`config.mk`:
```
export PLATFORM = sky130hd
export DESIGN_NAME = laser_pattern_gen
export DESIGN_NICKNAME = d
export VERILOG_FILES = /design/src/rtl/laser_pattern_gen_pkg.sv /design/src/rtl/laser_pattern_gen_timer.sv /design/src/rtl/laser_pattern_gen.sv
export SDC_FILE = /design/constraint.sdc
export NUM_CORES = 1
export LEC_CHECK = 0
export BUFFER_PORTS_ARGS = -buffer_cell sky130_fd_sc_hd__buf_2
export CORE_MARGIN = 2
export CORE_UTILIZATION = 60
export DETAILED_ROUTE_END_ITERATION = 10
export PLACE_DENSITY_LB_ADDON = 0.12
export SETUP_SLACK_MARGIN = 0.02
export SKIP_LAST_GASP = 1
export SLEW_MARGIN = 10
export SYNTH_ARGS = -nofsm -noshare
export SYNTH_HDL_FRONTEND = slang
export SYNTH_SLANG_ARGS = --single-unit
export TNS_END_PERCENT = 50
```
`constraint.sdc`:
```
create_clock -name clk -period 4.25 [get_ports clk]
set_clock_uncertainty 0.15 [all_clocks]
set_input_delay 0.2125 -clock clk [delete_from_list [all_inputs] [get_ports clk]]
set_output_delay 0.2125 -clock clk [all_outputs]
set_load 0.05 [all_outputs]
```
`src/rtl/laser_pattern_gen_pkg.sv`:
```
// Shared constants for the car-counter laser interface: FSM state encodings,
// beam patterns and direction codes, plus the phase-to-pattern lookup.
package laser_pkg;

    typedef enum logic [2:0] {
        S_IDLE = 3'd0,
        S_PH1  = 3'd1,
        S_PH2  = 3'd2,
        S_PH3  = 3'd3,
        S_GAP  = 3'd4
    } laser_state_e;

    localparam logic [2:0] ST_IDLE = 3'd0;
    localparam logic [2:0] ST_PH1  = 3'd1;
    localparam logic [2:0] ST_PH2  = 3'd2;
    localparam logic [2:0] ST_PH3  = 3'd3;
    localparam logic [2:0] ST_GAP  = 3'd4;

    // bit0 = beam A, bit1 = beam B
    localparam logic [1:0] LAS_NONE = 2'b00;
    localparam logic [1:0] LAS_A    = 2'b01;
    localparam logic [1:0] LAS_AB   = 2'b11;
    localparam logic [1:0] LAS_B    = 2'b10;

    localparam logic DIR_ENTRY = 1'b0;
    localparam logic DIR_EXIT  = 1'b1;

    // Entry breaks A first, exit breaks B first; both pass through AB.
    function automatic logic [1:0] phase_pattern(input logic dir, input logic [2:0] st);
        logic [1:0] pat;
        pat = LAS_NONE;
        case (st)
            ST_PH1:  pat = (dir == DIR_EXIT) ? LAS_B : LAS_A;
            ST_PH2:  pat = LAS_AB;
            ST_PH3:  pat = (dir == DIR_EXIT) ? LAS_A : LAS_B;
            default: pat = LAS_NONE;
        endcase
        return pat;
    endfunction

endpackage

```
`src/rtl/laser_pattern_gen_timer.sv`:
```
// Loadable down-counter: expired is high while the count sits at zero.
// Holds at zero rather than wrapping.
module phase_timer #(
    parameter int W = 8
) (
    input  logic         clk,
    input  logic         rst,
    input  logic         load,
    input  logic [W-1:0] load_val,
    output logic         expired
);

    logic [W-1:0] cnt;

    always_ff @(posedge clk or negedge rst) begin
        if (!rst) begin
            cnt <= '0;
        end else if (load) begin
            cnt <= load_val;
        end else if (cnt != '0) begin
            cnt <= cnt - W'(1);
        end
    end

    assign expired = (cnt == '0);

endmodule

```
`src/rtl/laser_pattern_gen.sv`:
```
// Laser beam pattern generator: emits bursts of entry/exit car sequences on
// the 2-bit lasers bus, each phase held for a programmable dwell.
module laser_pattern_gen
    import laser_pkg::*;
#(
    parameter int DWELL_W = 8,
    parameter int CNT_W   = 8
) (
    input  logic               clk,
    input  logic               rst,
    input  logic               start,
    input  logic               dir,
    input  logic [DWELL_W-1:0] dwell,
    input  logic [CNT_W-1:0]   count,
    input  logic               abort,
    output logic [1:0]         lasers,
    output logic               busy,
    output logic               done,
    output logic [CNT_W-1:0]   cars_sent,
    output logic [2:0]         state_dbg
);

    // Request protocol: start is a level sampled only in IDLE; busy stays high
    // for the whole burst, done pulses one cycle on normal completion only.
    logic [2:0]         state;
    logic               dir_q;
    logic [DWELL_W-1:0] d_m1_q;
    logic [CNT_W-1:0]   count_q;
    logic [DWELL_W-1:0] start_d_m1;
    logic [DWELL_W-1:0] timer_val;
    logic [CNT_W-1:0]   cars_next;
    logic               accept;
    logic               advance;
    logic               timer_load;
    logic               expired;

    always_comb begin
        // A dwell of 0 behaves as 1, i.e. reload value 0.
        start_d_m1 = (dwell == '0) ? '0 : dwell - DWELL_W'(1);
        accept     = (state == ST_IDLE) && start && !abort;
        advance    = (state != ST_IDLE) && !abort && expired;
        cars_next  = cars_sent + CNT_W'(1);
        timer_load = (accept && (count != '0)) || advance;
        timer_val  = accept ? start_d_m1 : d_m1_q;
    end

    phase_timer #(
        .W(DWELL_W)
    ) u_timer (
        .clk      (clk),
        .rst      (rst),
        .load     (timer_load),
        .load_val (timer_val),
        .expired  (expired)
    );

    always_ff @(posedge clk or negedge rst) begin
        if (!rst) begin
            state     <= ST_IDLE;
            lasers    <= LAS_NONE;
            busy      <= 1'b0;
            done      <= 1'b0;
            cars_sent <= '0;
            dir_q     <= DIR_ENTRY;
            d_m1_q    <= '0;
            count_q   <= '0;
        end else begin
            done <= 1'b0;
            if (state == ST_IDLE) begin
                if (accept) begin
                    cars_sent <= '0;
                    dir_q     <= dir;
                    d_m1_q    <= start_d_m1;
                    count_q   <= count;
                    if (count == '0) begin
                        done <= 1'b1;
                    end else begin
                        state  <= ST_PH1;
                        busy   <= 1'b1;
                        lasers <= phase_pattern(dir, ST_PH1);
                    end
                end
            end else if (abort) begin
                // Abort beats a GAP completion on the same edge.
                state  <= ST_IDLE;
                lasers <= LAS_NONE;
                busy   <= 1'b0;
            end else if (expired) begin
                case (state)
                    ST_PH1: begin
                        state  <= ST_PH2;
                        lasers <= phase_pattern(dir_q, ST_PH2);
                    end
                    ST_PH2: begin
                        state  <= ST_PH3;
                        lasers <= phase_pattern(dir_q, ST_PH3);
                    end
                    ST_PH3: begin
                        state  <= ST_GAP;
                        lasers <= LAS_NONE;
                    end
                    ST_GAP: begin
                        cars_sent <= cars_next;
                        if (cars_next == count_q) begin
                            state <= ST_IDLE;
                            busy  <= 1'b0;
                            done  <= 1'b1;
                        end else begin
                            state  <= ST_PH1;
                            lasers <= phase_pattern(dir_q, ST_PH1);
                        end
                    end
                    default: begin
                        state  <= ST_IDLE;
                        lasers <= LAS_NONE;
                        busy   <= 1'b0;
                    end
                endcase
            end
        end
    end

    assign state_dbg = state;

endmodule

```
==> results of run 1 <==
==> report_power, final <==
| part | switching (mW) | internal [mW] | total [mW] | leakage (nW) |
|---|---|---|---|---|
| clock | 0.133 | 0.129 | 0.263 | 0.0510 |
| sequential | 0.132 | 0.527 | 0.659 | 0.501 |
| combinational | 0.370 | 0.281 | 0.652 | 0.674 |
| total | 0.636 | 0.937 | 1.57 | 1.23 |
==> synth_stat cells (5+ instances only) <==
cell type	n	area share, %
a21oi_1	14	2.9
clkbuf_1	9	1.4
nand2_1	22	3.5
nand3_1	9	1.9
xnor2_1	13	4.8
nor2b_1	8	2.1
o21ai_0	21	4.4
dfrtp_1	40	42
nor2_1	23	3.6
o22ai_1	6	1.6
mux2i_1	6	2.5
o31ai_1	5	1.6
inv_1	8	1.3
xor2_1	5	1.8
mux2_2	9	4.3
nor3_1	5	1.1
==> registers in the layout (all words and copies together) (netlist names) <==
signal       count
lasers           2
done             1
busy             1
dir_q            1
state_dbg        3
cars_sent        8
u_timer.cnt      8
count_q          8
d_m1_q           8
==> final cells by class <==
class,count,area [sq um]
inverters,8,30.03
clock buffers,6,82.58
flip-flops and latches,40,1001
clock inverters,2,10.01
well taps,48,60.06
fillers,306,1026
repair buffers,42,237.7
multi-input cells,197,1296
==> stage by stage <==
stage	util [%]	std cells	power, mW
finish	72.59	343	1.573
global route	72.59	343	1.688
CTS	72.06	341	1.574
detailed placement	69.05	331	1.312
global placement	69.05	331	1.290
floorplan	-	258	1.154
==> worst max-delay path: cells and delay by family <==
family / cells / cell delay (ns)
AO/OA/AOI/OAI: 2 / 0.94
AND/OR/NAND/NOR: 3 / 0.88
buffers and inverters: 2 / 0.69
==> cells by family after synthesis <==
| logic type | Yosys count | share of synthesized area (%) |
|---|---|---|
| AND/OR/NAND/NOR | 96 | 21.49 |
| buffers and inverters | 21 | 3.521 |
| adder cells (fa/ha/maj) | 4 | 2.102 |
| AO/OA/AOI/OAI | 62 | 16.50 |
| flip-flops | 40 | 42.04 |
| XOR/XNOR | 18 | 6.621 |
| multiplexers | 17 | 7.725 |
==> timing repair <==
action,CTS,global route
hold buffers,2,2
setup endpoints to repair,0,0
hold endpoints to repair,41,2
==> per-layer routing <==
| metal | share of wire [%] | vias to the layer above |
|---|---|---|
| met4 | 0.78 | 0 |
| met1 | 49 | 959 |
| li1 | - | 992 |
| met5 | 0 | - |
| met3 | 3.9 | 4 |
| met2 | 47 | 42 |
==> final timing paths <==
kind / startpoint / to / slack, ns / cells after the start
worst max-delay path: count[5] / u_timer.cnt[3]$_DFFE_PN0P_ / 1.53 / 7
worst min-delay path: count[3] / count_q[3]$_DFFE_PN0P_ / 0.005 / 2
worst max register to register: cars_sent[0]$_DFFE_PN0P_ / lasers[1]$_DFFE_PN0P_ / 1.67 / 7
worst min register to register: d_m1_q[0]$_DFFE_PN0P_ / d_m1_q[0]$_DFFE_PN0P_ / 0.35 / 2
max in group asynchronous: rst / u_timer.cnt[4]$_DFFE_PN0P_ / 3.00 / 2
min in group asynchronous: rst / cars_sent[4]$_DFFE_PN0P_ / 0.41 / 2
==> insert_results.sql, run 1 <==
INSERT INTO impl_metrics (metric_group, metric, value, unit) VALUES
('run_status', 'run_status', 'complete, no violations', ''),
('setup_path', 'path_cells', 'dlygate4sd3_1, buf_2, or4_1, nor2_1, nor2_1, a21oi_1, o22ai_1', ''),
('global_routing', 'antenna_violations_before_repair', '0', ''),
('timing', 'tns', '0', 'ns'),
('final_layout', 'mostFrequentLayoutCells', 'dfrtp_1 (40), buf_2 (35), nor2_1 (23), nand2_1 (22), o21ai_0 (21)', ''),
('timing', 'slew-limit-headroom', '34.06', '%'),
('final_layout', 'fin_area', '2718', 'sq um'),
('synth', 'async_reset_ff_share', '100.0', '%'),
('placement', 'dp_hpwl', '3721', 'um'),
('global_routing', 'grt_pass1_wl', '8445', 'um'),
('final_layout', 'final_layout_size_suffix_gt1_share', '22.71', '%'),
('global_routing', 'grt_util_met3', '6.081', '%'),
('timing', 'report.final.slew_viol_count', '0', ''),
('final_layout', 'area_growth', '14.14', '%'),
('global_routing', 'busiest_layer', 'met2', ''),
('floorplanning', 'die-width', '67.00', 'um'),
('floorplanning', 'die-area', '4488', 'sq um'),
('clocking', 'insertion_delay', '0.30', 'ns'),
('floorplanning', 'io_pins', '36', ''),
('setup_path', 'worstSetupEndpointType', 'register', ''),
('clocking', 'clock_sink_count', '40', ''),
('global_routing', 'gr-total-overflow', '0', ''),
('setup_path', 'critical_path_at', '2.72', 'ns'),
('floorplanning', 'rows', '22', ''),
('timing', 'share_of_the_cycle_needed_by_the_critical_path_after_routing', '64.05', '%'),
('synth', 'post_synthesis_instance_area', '2381', 'sq um'),
('setup_path', 'worst_path_most_repeated_cell', 'nor2_1', ''),
('setup_path', 'timing.critical_path.slowest_cell_delay', '0.78', 'ns'),
('clocking', 'cts_setup_buffers', '0', ''),
('synth', 'postSynthRegisterBits', '40', ''),
('synth', 'synth.net_count', '283', ''),
('global_routing', 'pin_count_of_the_biggest_net_entering_global_routing', '41', ''),
('placement', 'buffer_ports.inserted', '35', ''),
('timing', 'timing_worst_slew_pin_value', '0.9890', 'ns'),
('power', 'power.density_cell_area', '579.0', 'nW/um^2'),
('route', 'dr.first_iter.drc_count', '172', ''),
('route', 'post-route-drc-count', '0', ''),
('final_layout', 'layout.cells.most_common', 'dfrtp_1', ''),
('global_routing', 'via_count_of_the_first_global_routing_pass', '1760', ''),
('route', 'drt-wirelength-per-cell', '15.01', 'um'),
('placement', 'dpl_worst_slack', '1.545', 'ns'),
('power', 'worst_ir_drop_vdd', '0.0003704', 'V'),
('timing', 'layout_setup_ws', '1.528', 'ns'),
('clocking', 'cts-root-to-sink-buffers', '2', ''),
('floorplanning', 'initial_core_util', '63.60', '%'),
('setup_path', 'critPathKind', 'primary input to register', ''),
('timing', 'setup_viol', '0', ''),
('synth', 'ys_seq_area_share', '42.04', '%'),
('synth', 'dominantRegCellSynth', 'dfrtp_1', ''),
('synth', 'synth-edff-count', '0', ''),
('route', 'postRouteWirelength', '5147', 'um'),
('setup_path', 'worst_path_max_delay_cell', 'a21oi_1', ''),
('synth', 'syn_avg_cell_area', '9.229', 'sq um'),
('global_routing', 'met1_resource_use_gr', '36.06', '%'),
('timing', 'hold_viol', '0', ''),
('route', 'vias', '1997', ''),
('clocking', 'clk_pin_slew', '0.08', 'ns'),
('clocking', 'ctsResizeCount', '0', ''),
('timing', 'max_freq', '367.3', 'MHz'),
('job', 'max-cap-violations', '0', ''),
('final_layout', 'final_nets', '319', ''),
('timing', 'finalHoldWorstSlack', '0.004691', 'ns'),
('clocking', 'clk_root_buffer_cell', 'clkbuf_8', ''),
('final_layout', 'insertedDiodeCount', '0', ''),
('synth', 'yosysUniqueCellTypes', '47', ''),
('synth', 'postSynthCellCount', '258', ''),
('setup_path', 'timing.critical_path.from_type', 'primary input', ''),
('timing', 'post-route-min-period', '2.722', 'ns'),
('global_routing', 'grt.total_usage', '25.70', '%'),
('synth', 'synthesis.yosys.warnings', '0', ''),
('power', 'p_leak', '1.226', 'nW');
Power figures use the tool's default switching activity.
==> inputs of run 2 (changes only) <==
--- a/config.mk
+++ b/config.mk
@@ -5,9 +5,10 @@
 export SDC_FILE = /design/constraint.sdc
 export NUM_CORES = 1
 export LEC_CHECK = 0
+export ABC_AREA = 1
 export BUFFER_PORTS_ARGS = -buffer_cell sky130_fd_sc_hd__buf_2
 export CORE_MARGIN = 2
-export CORE_UTILIZATION = 60
+export CORE_UTILIZATION = 51
 export DETAILED_ROUTE_END_ITERATION = 10
 export PLACE_DENSITY_LB_ADDON = 0.12
 export SETUP_SLACK_MARGIN = 0.02
==> constraint.sdc (replaced) <==
create_clock -name clk -period 2.5 [get_ports clk]
set_clock_uncertainty 0.15 [all_clocks]
set_input_delay 0.125 -clock clk [delete_from_list [all_inputs] [get_ports clk]]
set_output_delay 0.125 -clock clk [all_outputs]
set_load 0.05 [all_outputs]
==> insert_results.sql, run 2 <==
INSERT INTO impl_metrics (metric_group, metric, value, unit) VALUES
('synth', 'dominantRegCellSynth', 'dfrtp_1', ''),
('final_layout', 'final_layout_size_suffix_gt1_share', '20.22', '%'),
('run_status', 'run_status', 'complete, no violations', ''),
('setup_path', 'largest_fanout_on_the_critical_path', '9', ''),
('setup_path', 'worstSetupEndpointType', 'register', ''),
('final_layout', 'mostFrequentLayoutCells', 'nand2_1 (73), inv_1 (47), dfrtp_1 (40), buf_2 (35), nand3_1 (27)', ''),
('synth', 'yosys-top-cells-area', 'dfrtp_1 (41%), nand2_1 (11%), inv_1 (7.3%), nand3_1 (5.6%), o21ai_0 (4.8%)', ''),
('job', 'max-cap-violations', '0', ''),
('synth', 'async_reset_ff_share', '100.0', '%'),
('placement', 'place.detailed.instances', '402', ''),
('timing', 'hold_viol', '0', ''),
('synth', 'synth_area_leader_cell', 'dfrtp_1', ''),
('synth', 'ys_top_cells_by_count', 'nand2_1 (73), inv_1 (47), dfrtp_1 (40), nand3_1 (27), o21ai_0 (23)', ''),
('clocking', 'clock_tree.htree_level_count', '2', ''),
('floorplanning', 'rows', '25', ''),
('placement', 'dp_hpwl', '3877', 'um'),
('final_layout', 'insertedDiodeCount', '0', ''),
('setup_path', 'rr_worst_depth', '10', ''),
('clocking', 'clock_sink_count', '40', ''),
('timing', 'tns', '0', 'ns'),
('power', 'worst_ir_drop_vdd', '0.0007039', 'V'),
('timing', 'layout_setup_ws', '0.3892', 'ns'),
('route', 'detailedRoute.firstPassIterationCount', '4', ''),
('synth', 'netlist.area_leader.share', '41.32', '%'),
('clocking', 'insertion_delay', '0.29', 'ns'),
('timing', 'report.final.slew_viol_count', '0', ''),
('route', 'post-route-drc-count', '0', ''),
('global_routing', 'pin_count_of_the_biggest_net_entering_global_routing', '41', ''),
('timing', 'post-route-min-period', '2.111', 'ns'),
('synth', 'synthesis.yosys.warnings', '0', ''),
('timing', 'share_of_the_cycle_needed_by_the_critical_path_after_routing', '84.43', '%'),
('timing', 'slew-limit-headroom', '39.26', '%'),
('hold_path', 'min_path_cells', '4', ''),
('final_layout', 'filler_cell_count', '436', ''),
('placement', 'dpl_worst_slack', '0.3953', 'ns'),
('clocking', 'cts-buffers-inserted', '5', ''),
('timing', 'finalHoldWorstSlack', '0.02940', 'ns'),
('synth', 'post_synthesis_instance_area', '2422', 'sq um'),
('synth', 'yosysUniqueCellTypes', '32', ''),
('floorplanning', 'coreArea', '4661', 'sq um'),
('power', 'power.density_cell_area', '1163', 'nW/um^2'),
('placement', 'gp_routability_congestion', '0.8517', ''),
('clocking', 'clk_root_buffer_cell', 'clkbuf_8', ''),
('final_layout', 'layoutNonFillerInstCount', '420', ''),
('floorplanning', 'initial_core_util', '51.97', '%'),
('synth', 'postSynthCellCount', '316', ''),
('synth', 'yosysMostFrequentCell', 'nand2_1', ''),
('global_routing', 'antenna_violations_before_repair', '0', ''),
('final_layout', 'final_nets', '391', ''),
('route', 'vias', '2164', ''),
('setup_path', 'critical_path_at', '2.14', 'ns'),
('clocking', 'tritoncts', 'done', ''),
('floorplanning', 'dieHeight', '72.92', 'um'),
('floorplanning', 'die-width', '72.92', 'um'),
('floorplanning', 'die-area', '5317', 'sq um'),
('route', 'number_of_vias_per_cell', '5.152', ''),
('setup_path', 'critPathKind', 'register to register', ''),
('route', 'dr.first_iter.drc_count', '110', ''),
('global_routing', 'grt.total_usage', '21.67', '%'),
('timing', 'grt_setup_unrepaired', 'false', ''),
('route', 'postRouteAntennaNets', '0', ''),
('timing', 'max_freq', '473.7', 'MHz'),
('setup_path', 'cp.required', '2.53', 'ns'),
('synth', 'postSynthRegisterBits', '40', ''),
('clocking', 'clk_pin_slew', '0.07', 'ns'),
('hold_path', 'hp-class', 'primary input to register', ''),
('route', 'drt-wirelength-per-cell', '12.52', 'um'),
('global_routing', 'via_count_of_the_first_global_routing_pass', '2006', ''),
('synth', 'synth-edff-count', '0', ''),
('route', 'postRouteWirelength', '5260', 'um'),
('placement', 'buffer_ports.inserted', '35', ''),
('clocking', 'ctsResizeCount', '0', ''),
('clocking', 'cts-root-to-sink-buffers', '2', ''),
('final_layout', 'layout.cells.most_common', 'nand2_1', ''),
('setup_path', 'timing.critical_path.from_type', 'register', ''),
('synth', 'synth.net_count', '341', ''),
('final_layout', 'fin_area', '2878', 'sq um'),
('timing', 'timing_worst_slew_pin_value', '0.9111', 'ns'),
('final_layout', 'area_growth', '18.80', '%'),
('synth', 'syn_avg_cell_area', '7.666', 'sq um'),
('floorplanning', 'io_pins', '36', ''),
('global_routing', 'gr-total-overflow', '0', ''),
('global_routing', 'grt_pass1_wl', '8894', 'um'),
('placement', 'placed_cell_area', '2639', 'sq um'),
('synth', 'ys_seq_area_share', '41.32', '%'),
('timing', 'setup_viol', '0', ''),
('power', 'p_leak', '1.453', 'nW'),
('clocking', 'cts_setup_buffers', '0', '');
==> run 2: where the power goes <==
part | leakage, nW | switching, mW | internal (mW)
registers | 0.507 | 0.222 | 0.931
logic | 0.882 | 1.06 | 0.517
clock network | 0.0642 | 0.225 | 0.393
==> run 2: routing by layer <==
| layer | track usage, % | wire length (um) | vias to the layer above |
|---|---|---|---|
| li1 | - | - | 1120 |
| met1 | 27.83 | 2369 | 989 |
| met2 | 35.56 | 2563 | 42 |
| met3 | 4.558 | 185 | 13 |
| met4 | 9.053 | 142 | 0 |
| met5 | 0 | 0 | - |
==> run 2: area by class of cell <==
type | instances | area (sq um) | share of cell area [%]
flip-flops and latches | 40 | 1001 | 34.78
repair buffers | 48 | 300.3 | 10.43
well taps | 54 | 67.56 | 2.348
clock buffers | 5 | 68.82 | 2.391
inverters | 53 | 198.9 | 6.913
multi-input cells | 218 | 1181 | 41.04
clock inverters | 2 | 60.06 | 2.087
==> run 2: logic make-up after synthesis <==
kind of cell | count (synthesis) | synth area share, %
compound gates | 48 | 11.26
fa+ha+maj | 4 | 2.066
flops | 40 | 41.32
simple gates | 152 | 30.37
xor+xnor | 14 | 5.062
buf+inv | 58 | 9.917
==> run 2: worst paths after layout <==
check	start	endpoint	slack [ns]
setup reg to reg	u_timer.cnt[0]$_DFFE_PN0P_	busy$_DFFE_PN0P_	0.39
min in group asynchronous	rst	count_q[0]$_DFFE_PN0P_	0.34
hold reg to reg	lasers[0]$_DFFE_PN0P_	lasers[0]$_DFFE_PN0P_	0.32
setup / recovery	u_timer.cnt[0]$_DFFE_PN0P_	busy$_DFFE_PN0P_	0.39
hold / removal	abort	state_dbg[2]$_DFFE_PN0P_	0.03
max in group asynchronous	rst	u_timer.cnt[0]$_DFFE_PN0P_	1.28
==> run 2: repair_timing <==
| item | in CTS | in global routing |
|---|---|---|
| endpoints found under the hold margin | 51 | 0 |
| hold buffers | 11 | 0 |
| setup endpoints to repair | 0 | 0 |
==> run 2: critical path, stage by stage, from the launching register on <==
cell and delay (ns):
dfrtp_1 0.40, inv_1 0.10, ha_1 0.15, nand3_1 0.11, nor2_4 0.20, inv_1 0.16
a21oi_1 0.19, or2_1 0.33, nand3_2 0.10, nand2_1 0.06, nand2_1 0.04
==> run 2: through the flow <==
step | total power, mW | util [%]
finish | 3.346 | 61.75
global route | 3.619 | 61.75
CTS | 3.374 | 61.75
detailed placement | 2.730 | 56.62
global placement | 2.702 | 56.62
floorplan | 2.394 | -
==> inputs of run 3 (changes only) <==
--- a/config.mk
+++ b/config.mk
@@ -5,7 +5,7 @@
 export SDC_FILE = /design/constraint.sdc
 export NUM_CORES = 1
 export LEC_CHECK = 0
-export ABC_AREA = 1
+export ABC_AREA = 0
 export BUFFER_PORTS_ARGS = -buffer_cell sky130_fd_sc_hd__buf_2
 export CORE_MARGIN = 2
 export CORE_UTILIZATION = 51
==> constraint.sdc (replaced) <==
create_clock -name clk -period 1.92 [get_ports clk]
set_clock_uncertainty 0.15 [all_clocks]
set_input_delay 0.096 -clock clk [delete_from_list [all_inputs] [get_ports clk]]
set_output_delay 0.096 -clock clk [all_outputs]
set_load 0.05 [all_outputs]
==> insert_results.sql, run 3 (synthesis gave the netlist of run 1 again) <==
INSERT INTO impl_metrics (metric_group, metric, value, unit) VALUES
('final_layout', 'layout.cells.most_common', 'buf_4', ''),
('timing', 'tns', '-4.212', 'ns'),
('timing', 'slew-limit-headroom', '74.08', '%'),
('run_status', 'failing_checks', 'setup timing', ''),
('final_layout', 'layoutNonFillerInstCount', '412', ''),
('power', 'power.density_cell_area', '1223', 'nW/um^2'),
('timing', 'hold_viol', '0', ''),
('placement', 'dp_hpwl', '4645', 'um'),
('route', 'vias', '2312', ''),
('timing', 'grt_setup_unrepaired', 'true', ''),
('clocking', 'clk_root_buffer_cell', 'clkbuf_8', ''),
('hold_path', 'hp-class', 'primary input to asynchronous set/reset pin', ''),
('global_routing', 'via_count_of_the_first_global_routing_pass', '2367', ''),
('clocking', 'tritoncts', 'done', ''),
('final_layout', 'final_nets', '384', ''),
('placement', 'buffer_ports.inserted', '35', ''),
('timing', 'report.final.slew_viol_count', '0', ''),
('route', 'detailedRoute.firstPassIterationCount', '5', ''),
('floorplanning', 'dieHeight', '72.33', 'um'),
('timing', 'timing_worst_slew_pin_value', '0.3847', 'ns'),
('global_routing', 'antenna_violations_before_repair', '0', ''),
('final_layout', 'final_layout_size_suffix_gt1_share', '43.33', '%'),
('global_routing', 'gr-total-overflow', '0', ''),
('timing', 'post-route-min-period', '2.229', 'ns'),
('final_layout', 'insertedDiodeCount', '0', ''),
('power', 'worst_ir_drop_vdd', '0.0008641', 'V'),
('final_layout', 'area_growth', '44.09', '%'),
('route', 'dr_wl_met3', '335', 'um'),
('route', 'postRouteWirelength', '6652', 'um'),
('placement', 'place.detailed.instances', '382', ''),
('final_layout', 'mostFrequentLayoutCells', 'buf_4 (57), buf_2 (35), dfrtp_1 (31), nor2_1 (22), nand2_1 (20)', ''),
('setup_path', 'worst_r2r_endpoint', 'lasers[1]$_DFFE_PN0P_', ''),
('route', 'met2WireLength', '3488', 'um'),
('clocking', 'clock_tree.htree_level_count', '2', ''),
('timing', 'max_freq', '448.7', 'MHz'),
('route', 'wire_length_on_met1', '2705', 'um'),
('floorplanning', 'die-area', '5231', 'sq um'),
('clocking', 'insertion_delay', '0.30', 'ns'),
('route', 'number_of_vias_per_cell', '5.612', ''),
('timing', 'layout_setup_ws', '-0.3089', 'ns'),
('route', 'route.top_layer_used', 'met4', ''),
('route', 'post-route-drc-count', '0', ''),
('setup_path', 'critical_path_at', '2.27', 'ns'),
('setup_path', 'rrSetupSlack', '-0.31', 'ns'),
('placement', 'gp_routability_congestion', '0.8404', ''),
('route', 'drt-wirelength-per-cell', '16.15', 'um'),
('setup_path', 'timing.critical_path.from', 'cars_sent[0]$_DFFE_PN0P_', ''),
('setup_path', 'timing.critical_path.from_type', 'register', ''),
('power', 'p_leak', '1.563', 'nW'),
('floorplanning', 'io_pins', '36', ''),
('clocking', 'cts-buffers-inserted', '5', ''),
('floorplanning', 'die-width', '72.33', 'um'),
('clocking', 'clock_sink_count', '40', ''),
('placement', 'dpl_worst_slack', '-0.3302', 'ns'),
('final_layout', 'final_standard_cell_utilization_of_the_core', '77.72', '%'),
('clocking', 'cts-root-to-sink-buffers', '2', ''),
('route', 'dr.first_iter.drc_count', '223', ''),
('setup_path', 'rr_worst_depth', '8', ''),
('timing', 'share_of_the_cycle_needed_by_the_critical_path_after_routing', '116.1', '%'),
('route', 'postRouteAntennaNets', '0', ''),
('floorplanning', 'rows', '24', ''),
('global_routing', 'grt.total_usage', '26.99', '%'),
('setup_path', 'worstSetupEndpointType', 'register', ''),
('job', 'max-cap-violations', '0', ''),
('global_routing', 'grt_pass1_wl', '10890', 'um'),
('timing', 'finalHoldWorstSlack', '0.02394', 'ns'),
('setup_path', 'critPathKind', 'register to register', ''),
('clocking', 'clk_pin_slew', '0.08', 'ns'),
('setup_path', 'largest_fanout_on_the_critical_path', '5', ''),
('floorplanning', 'initial_core_util', '53.94', '%'),
('final_layout', 'filler_cell_count', '325', ''),
('setup_path', 'worst_r2r_startpoint', 'cars_sent[0]$_DFFE_PN0P_', ''),
('global_routing', 'pin_count_of_the_biggest_net_entering_global_routing', '19', ''),
('run_status', 'run_status', 'finished with violations', ''),
('setup_path', 'cp.required', '1.96', 'ns'),
('floorplanning', 'coreArea', '4414', 'sq um'),
('setup_path', 'critical_path.endpoint', 'lasers[1]$_DFFE_PN0P_', ''),
('timing', 'setup_viol', '23', '');
run 3: layout make-up:
type	instances	area [sq um]	share of cell area, %
clock buffer	5	68.82	2.006
inverter	8	30.03	0.8753
sequential	40	1015	29.58
tap	52	65.06	1.896
clock inverter	3	42.54	1.240
multi-input combinational	197	1448	42.20
timing repair buffer	107	762.0	22.21
run 3: worst min path at each step:
| stage | startpoint | end | cells after the start |
|---|---|---|---|
| 2_1_floorplan | rst | busy$_DFFE_PN0P_ | 0 |
| 3_3_place_gp | rst | cars_sent[3]$_DFFE_PN0P_ | 1 |
| 3_5_place_dp | rst | cars_sent[3]$_DFFE_PN0P_ | 1 |
| 4_1_cts | dwell[4] | d_m1_q[4]$_DFFE_PN0P_ | 3 |
| 5_1_grt | dwell[4] | d_m1_q[4]$_DFFE_PN0P_ | 3 |
| 6_report | rst | cars_sent[3]$_DFFE_PN0P_ | 2 |
run 3: critical path: stages (launching register included):
cell and delay [ns]:
dfrtp_4 0.51, ha_4 0.18, buf_4 0.14, and3_4 0.17, xnor2_2 0.13, o21bai_1 0.17
nand4_2 0.15, o21ai_2 0.21, mux2_4 0.32
run 3: layer usage:
layer | vias up | track usage (%)
met2 | 68 | 48.52
met4 | 0 | 7.966
li1 | 1123 | -
met3 | 13 | 4.583
met1 | 1108 | 33.01
met5 | - | 0
run 3: per-stage QoR:
step	power (mW)	instance area, sq um
after floorplan	2.623	2477
after global placement	3.217	3009
after detailed placement	3.306	3009
after CTS	4.108	3337
after global routing	4.451	3431
final	4.194	3431
run 3: what timing repair did:
item / 4_1_cts / 5_1_grt
buffers inserted: 4 / 7
hold buffers: 11 / 0
gates resized for setup: 20 / 10
hold endpoints to repair: 50 / 0
pin swaps: 16 / 7
setup endpoints to repair: 22 / 24
run 3: power by group:
part / leakage (nW) / total (mW) / switching, mW / internal (mW)
logic: 1.02 / 2.08 / 1.09 / 0.995
clock network: 0.0541 / 0.703 / 0.318 / 0.385
registers: 0.487 / 1.41 / 0.238 / 1.17
